[config.mk]
export PLATFORM = sky130hd
export DESIGN_NAME = fnn_weight_loader
export DESIGN_NICKNAME = d
export VERILOG_FILES = /design/src/rtl/fnn_cfg_pkg.sv /design/src/rtl/fnn_weight_loader.sv
export SDC_FILE = /design/constraint.sdc
export NUM_CORES = 1
export LEC_CHECK = 0
export BUFFER_PORTS_ARGS = -buffer_cell sky130_fd_sc_hd__buf_2
export CORE_MARGIN = 3
export CORE_UTILIZATION = 46
export CTS_CLUSTER_DIAMETER = 40
export DETAILED_ROUTE_END_ITERATION = 8
export MAX_ROUTING_LAYER = met4
export PLACE_DENSITY_LB_ADDON = 0.08
export SETUP_SLACK_MARGIN = 0.5
export SLEW_MARGIN = 5
export SYNTH_ARGS = -nofsm -noshare
export SYNTH_HDL_FRONTEND = slang
export SYNTH_SLANG_ARGS = --single-unit
[constraint.sdc]
create_clock -name clk -period 2.94 [get_ports clk]
set_input_delay 0.147 -clock clk [delete_from_list [all_inputs] [get_ports clk]]
set_output_delay 0.147 -clock clk [all_outputs]
set_load 0.05 [all_outputs]
[src/rtl/fnn_cfg_pkg.sv]
// Shared types and width helpers for the neuron weight/bias configuration bus.
package fnn_cfg_pkg;

    localparam int CFG_WORD_W = 32;

    typedef enum logic [1:0] {
        IDLE,
        BIAS,
        WEIGHT,
        FINISH
    } loader_state_t;

    function automatic int neuron_cnt_w(input int max_neurons);
        return $clog2(max_neurons + 1);
    endfunction

    function automatic int weight_cnt_w(input int max_weights);
        return $clog2(max_weights + 1);
    endfunction

endpackage

[src/rtl/fnn_weight_loader.sv]
// Sequences a host word stream onto the shared neuron config bus:
// per neuron one bias word, then weight_count weight words.
module fnn_weight_loader
    import fnn_cfg_pkg::*;
#(
    parameter int MAX_NEURONS = 64,
    parameter int MAX_WEIGHTS = 1024,
    parameter int NEURON_BASE = 0
) (
    input  logic                                  clk,
    input  logic                                  rst,
    input  logic                                  start,
    input  logic [CFG_WORD_W-1:0]                 layer_num,
    input  logic [neuron_cnt_w(MAX_NEURONS)-1:0]  neuron_count,
    input  logic [weight_cnt_w(MAX_WEIGHTS)-1:0]  weight_count,
    input  logic [CFG_WORD_W-1:0]                 s_data,
    input  logic                                  s_valid,
    input  logic                                  s_last,
    output logic                                  s_ready,
    output logic                                  weightValid,
    output logic [CFG_WORD_W-1:0]                 weightValue,
    output logic                                  biasValid,
    output logic [CFG_WORD_W-1:0]                 biasValue,
    output logic [CFG_WORD_W-1:0]                 config_layer_num,
    output logic [CFG_WORD_W-1:0]                 config_neuron_num,
    output logic                                  busy,
    output logic                                  done,
    output logic                                  frame_err
);

    localparam int NCW = neuron_cnt_w(MAX_NEURONS);
    localparam int WCW = weight_cnt_w(MAX_WEIGHTS);

    loader_state_t         state_reg, state_next;
    logic [CFG_WORD_W-1:0] layer_reg;
    logic [NCW-1:0]        ncount_reg;
    logic [WCW-1:0]        wcount_reg;
    logic [NCW-1:0]        neuron_cnt_reg, neuron_cnt_next;
    logic [WCW-1:0]        weight_cnt_reg, weight_cnt_next;
    logic                  frame_err_reg, frame_err_next;

    logic                  bias_valid_reg, weight_valid_reg, done_reg;
    logic [CFG_WORD_W-1:0] bias_value_reg, weight_value_reg;
    logic [CFG_WORD_W-1:0] cfg_layer_reg, cfg_neuron_reg;

    logic accept, start_ok, last_weight, last_neuron;
    logic [WCW-1:0] weight_cnt_inc;
    logic [NCW-1:0] neuron_cnt_inc;

    assign s_ready        = (state_reg == BIAS) || (state_reg == WEIGHT);
    assign accept         = s_valid && s_ready;
    assign start_ok       = start && (neuron_count != '0) && (weight_count != '0);
    assign weight_cnt_inc = weight_cnt_reg + 1'b1;
    assign neuron_cnt_inc = neuron_cnt_reg + 1'b1;
    assign last_weight    = (weight_cnt_inc == wcount_reg);
    assign last_neuron    = (neuron_cnt_inc == ncount_reg);

    always_comb begin
        state_next      = state_reg;
        neuron_cnt_next = neuron_cnt_reg;
        weight_cnt_next = weight_cnt_reg;
        frame_err_next  = frame_err_reg;
        case (state_reg)
            IDLE: begin
                if (start_ok) begin
                    state_next      = BIAS;
                    neuron_cnt_next = '0;
                    weight_cnt_next = '0;
                    frame_err_next  = 1'b0;
                end
            end
            BIAS: begin
                // A bias word is never the last word of a layer, so s_last here is always early.
                if (accept) begin
                    if (s_last) begin
                        frame_err_next = 1'b1;
                        state_next     = IDLE;
                    end else begin
                        state_next = WEIGHT;
                    end
                end
            end
            WEIGHT: begin
                if (accept) begin
                    weight_cnt_next = last_weight ? '0 : weight_cnt_inc;
                    if (last_weight && last_neuron) begin
                        state_next = FINISH;
                        if (!s_last) frame_err_next = 1'b1;
                    end else if (s_last) begin
                        frame_err_next = 1'b1;
                        state_next     = IDLE;
                    end else if (last_weight) begin
                        neuron_cnt_next = neuron_cnt_inc;
                        state_next      = BIAS;
                    end
                end
            end
            FINISH:  state_next = IDLE;
            default: state_next = IDLE;
        endcase
    end

    always_ff @(posedge clk) begin
        if (rst) begin
            state_reg      <= IDLE;
            layer_reg      <= '0;
            ncount_reg     <= '0;
            wcount_reg     <= '0;
            neuron_cnt_reg <= '0;
            weight_cnt_reg <= '0;
            frame_err_reg  <= 1'b0;
        end else begin
            state_reg      <= state_next;
            neuron_cnt_reg <= neuron_cnt_next;
            weight_cnt_reg <= weight_cnt_next;
            frame_err_reg  <= frame_err_next;
            if (state_reg == IDLE && start_ok) begin
                layer_reg  <= layer_num;
                ncount_reg <= neuron_count;
                wcount_reg <= weight_count;
            end
        end
    end

    // Strobes, data and config fields all register on the accepting edge; fields hold between strobes.
    always_ff @(posedge clk) begin
        if (rst) begin
            bias_valid_reg   <= 1'b0;
            weight_valid_reg <= 1'b0;
            bias_value_reg   <= '0;
            weight_value_reg <= '0;
            cfg_layer_reg    <= '0;
            cfg_neuron_reg   <= '0;
            done_reg         <= 1'b0;
        end else begin
            bias_valid_reg   <= accept && (state_reg == BIAS);
            weight_valid_reg <= accept && (state_reg == WEIGHT);
            done_reg         <= (state_reg == FINISH);
            if (accept) begin
                cfg_layer_reg  <= layer_reg;
                cfg_neuron_reg <= CFG_WORD_W'(NEURON_BASE) + CFG_WORD_W'(neuron_cnt_reg);
                if (state_reg == BIAS) bias_value_reg   <= s_data;
                else                   weight_value_reg <= s_data;
            end
        end
    end

    assign biasValid         = bias_valid_reg;
    assign biasValue         = bias_value_reg;
    assign weightValid       = weight_valid_reg;
    assign weightValue       = weight_value_reg;
    assign config_layer_num  = cfg_layer_reg;
    assign config_neuron_num = cfg_neuron_reg;
    assign busy              = (state_reg != IDLE);
    assign done              = done_reg;
    assign frame_err         = frame_err_reg;

endmodule

==> results.toml <==
[global_route]
initial_antenna_violation_count = 2
global_route.overflow_total = 0
grt_max_degree = 91
grt_pass1_wl_um = 32800
globalRouteTotalUtil_pct = 23.3
first_global_vias = 6556

[synthesis]
syn_area_sq_um = 7330
synth_seq_area_share_pct = 48.4
ys_dominant_reg_cell = "sky130_fd_sc_hd__dfxtp_1"
post_synth_main_area_contributors = "sky130_fd_sc_hd__dfxtp_1 48%, sky130_fd_sc_hd__nand2_1 17%, sky130_fd_sc_hd__a21oi_1 11%"
synth.ff_latch_count = 177
synth_largest_type_area_fraction_pct = 48.4
ys_types = 56
yosys_warnings = 0
synth_enable_flop_cells = 0
synthesis.area_per_instance_sq_um = 7.82
synthDominantAreaCellType = "sky130_fd_sc_hd__dfxtp_1"
syn_inst = 937
postSynth.asyncResetShare_pct = 0

[critical_path]
worstPathCellList = "ha_4 -> buf_4 -> and2_1 -> nand4_1 -> nand4_1 -> a22o_1 -> or4_4 -> mux2_4 -> nor4_2"
worst_setup_path_start_kind = "flop"
crit_top_cell = "sky130_fd_sc_hd__nand4_1"
timing.rr.start = "weight_cnt_reg[1]"
timing.critical_path.slowest_stage_cell = "sky130_fd_sc_hd__or4_4"
timing_worst_setup_path_type = "reg -> reg"
critical_path_arrival_ns = 2.88
regToRegEndpoint = "frame_err"
regToRegSetupSlack_ns = 0.39
worst_ep_required_time_ns = 3.27
crit_path_end_kind = "flop"
worst_r2r_path_depth = 9
critical_path_peak_fanout = 5
cp_slowest_stage_delay_ns = 0.53

[cts]
clockRootBuffer = "sky130_fd_sc_hd__clkbuf_16"
clk_transition_reported_paths_ns = 0.06
tritoncts = "yes"
tritoncts.num_buffers = 17
clock-sinks = 177
h-tree-depth = 4
clk_path_buf_depth = 2
worstSkewPairLatency_ns = 0.42

[finish]
fill_cells = 1400
finalNetCount = 1291
most_frequent_standard_cell_in_the_layout_excluding_fill_and_tap_cells = "sky130_fd_sc_hd__nand2_1"
layout-area-overhead-vs-synth_pct = 35.2
drive_above_1_share_pct = 23.3
layout.cells.most_common_list = "327 x sky130_fd_sc_hd__nand2_1, 194 x sky130_fd_sc_hd__buf_2, 169 x sky130_fd_sc_hd__dfxtp_1"
utilization_pct = 64.5

[min_path]
holdCritStartpoint = "s_valid"
holdCritPathClass = "in -> reg"
hold_path_end = "weightValid"
worst_hold_path.num_cells = 2

[timing]
max_freq_mhz = 392
tns_ns = 0
timing_worst_slew_pin_value_ns = 0.997
rsz0062_at_grt = "true"
final_critical_path_setup_slack_ns = 0.390
timing.final.crit_period_ns = 2.55
relSlewSlack_pct = 33.5
timing.final.crit_share_pct = 86.7
fin_skew_ns = 0.00924
report.final.hold_viol_count = 0
finalSetupViolations = 0
report.final.slew_viol_count = 0

[route]
firstDrtPassIters = 5
first_iter_violations = 422
route.detailed.drc = 0
detail_route.wl_per_cell_um = 14.3
routed-via-count = 7001
routed_wl_um = 20300
routed_via_density = 4.92
detail-route-antenna-nets = 0

[placed_design]
detailedPlacementHpwl_um = 13000
gp_congestion = 0.911
pre_cts_slack_ns = 0.242
port_buffers = 195

[status]
run_status = "completed"

[floorplan]
dieHeight_um = 132
floorplan.initialDensity_pct = 47.7
chipWidth_um = 132
dieArea_sq_um = 17500
design.core.area_sq_um = 15400
io_pins = 221
std_cell_rows = 45

[flow_run]
drv_cap = 0

[power_and_ir_drop]
power.static_leakage_nw = 4.10
irDropWorstVdd_mv = 0.404
power.density_nw_per_um2 = 612
-- layer usage --
metal	up-vias	part of all wire, %	global-route usage, %
met5	-	0	-
met4	0	2.5	8.37
met3	32	6.5	6.11
met2	201	47	35.9
met1	3155	44	29.7
li1	3613	-	-
-- where the power goes --
part | switching [mW] | internal (mW) | total, mW
Combinational | 0.901 | 0.387 | 1.29
Clock | 0.944 | 1.22 | 2.16
Sequential | 0.0782 | 2.54 | 2.61
-- final cells by class --
class / count / area (sq um) / area share, %
inverter: 13 / 48.8 / 0.492
antenna: 2 / 5.00 / 0.0505
sequential: 177 / 3560 / 36.0
clock buffer: 21 / 460 / 4.65
timing repair buffer: 306 / 2040 / 20.6
clock inverter: 11 / 103 / 1.04
multi-input combinational: 683 / 3430 / 34.6
tap: 211 / 264 / 2.66
-- critical path, delay by kind of cell, from the launching register on --
kind,cells,cell delay (ns)
and+or+nand+nor,5,1.18
DFF,1,0.36
muxes,1,0.32
AOI/OAI and AO/OA,1,0.30
adders and majority gates,1,0.18
buffers and inverters,1,0.14
-- synth_stat cells, types with 4 or more instances --
master and count:
sky130_fd_sc_hd__o311ai_0 8, sky130_fd_sc_hd__nand3_1 13, sky130_fd_sc_hd__or3_1 6, sky130_fd_sc_hd__xor2_1 7, sky130_fd_sc_hd__buf_1 5, sky130_fd_sc_hd__dfxtp_1 177, sky130_fd_sc_hd__buf_4 27, sky130_fd_sc_hd__nand2_1 327
sky130_fd_sc_hd__and3_1 8, sky130_fd_sc_hd__nor4_1 9, sky130_fd_sc_hd__a21oi_1 159, sky130_fd_sc_hd__o31ai_1 6, sky130_fd_sc_hd__o21ai_0 6, sky130_fd_sc_hd__clkbuf_1 51, sky130_fd_sc_hd__xnor2_1 14, sky130_fd_sc_hd__nor2_1 14
sky130_fd_sc_hd__ha_1 6, sky130_fd_sc_hd__o21a_1 7, sky130_fd_sc_hd__nor2b_1 4, sky130_fd_sc_hd__inv_1 13, sky130_fd_sc_hd__nor3_1 8, sky130_fd_sc_hd__nand4_1 8
-- cell families (layout without fill, tap and decap cells) --
group | after synthesis | after routing | synth area share (%)
adder cells (fa/ha/maj) | 6 | 6 | 1.02
multiplexers | 2 | 2 | 0.341
AO/OA/AOI/OAI | 217 | 217 | 17.2
other | 1 | 27 | 0.0512
buffers and inverters | 101 | 351 | 6.81
flip-flops | 177 | 177 | 48.4
AND/OR/NAND/NOR | 412 | 412 | 23.7
XOR/XNOR | 21 | 21 | 2.51
-- per-stage QoR --
stage          hold slack, ns  instances  instance area [sq um]  power (mW)
5_1_grt                0.0511       1424                   9910        6.34
3_5_place_dp            0.393       1297                   8390        3.85
4_1_cts                0.0350       1417                   9820        6.10
6_report               0.0503       1424                   9910        6.06
2_1_floorplan           0.283        961                   7440        3.54
3_3_place_gp            0.388       1297                   8390        3.85
-- worst max path at each step --
stage / from / endpoint / slack (ns) / cells after the start
2_1_floorplan: weight_cnt_reg[0] / frame_err / 0.38 / 9
3_3_place_gp: weight_cnt_reg[3] / frame_err / 0.27 / 7
3_5_place_dp: weight_cnt_reg[3] / frame_err / 0.24 / 7
4_1_cts: weight_cnt_reg[3] / frame_err / 0.36 / 7
5_1_grt: weight_cnt_reg[0] / frame_err / 0.23 / 8
6_report: weight_cnt_reg[1] / frame_err / 0.39 / 9
-- timing repair --
| item | CTS | global route |
|---|---|---|
| pin swaps | 2 | 3 |
| endpoints found under the setup margin | 16 | 19 |
| endpoints found under the hold margin | 114 | 0 |
| hold buffers | 82 | 0 |
| resized for setup | 5 | 13 |
| setup buffers | 6 | 5 |
(Power assumes the default switching activity.)
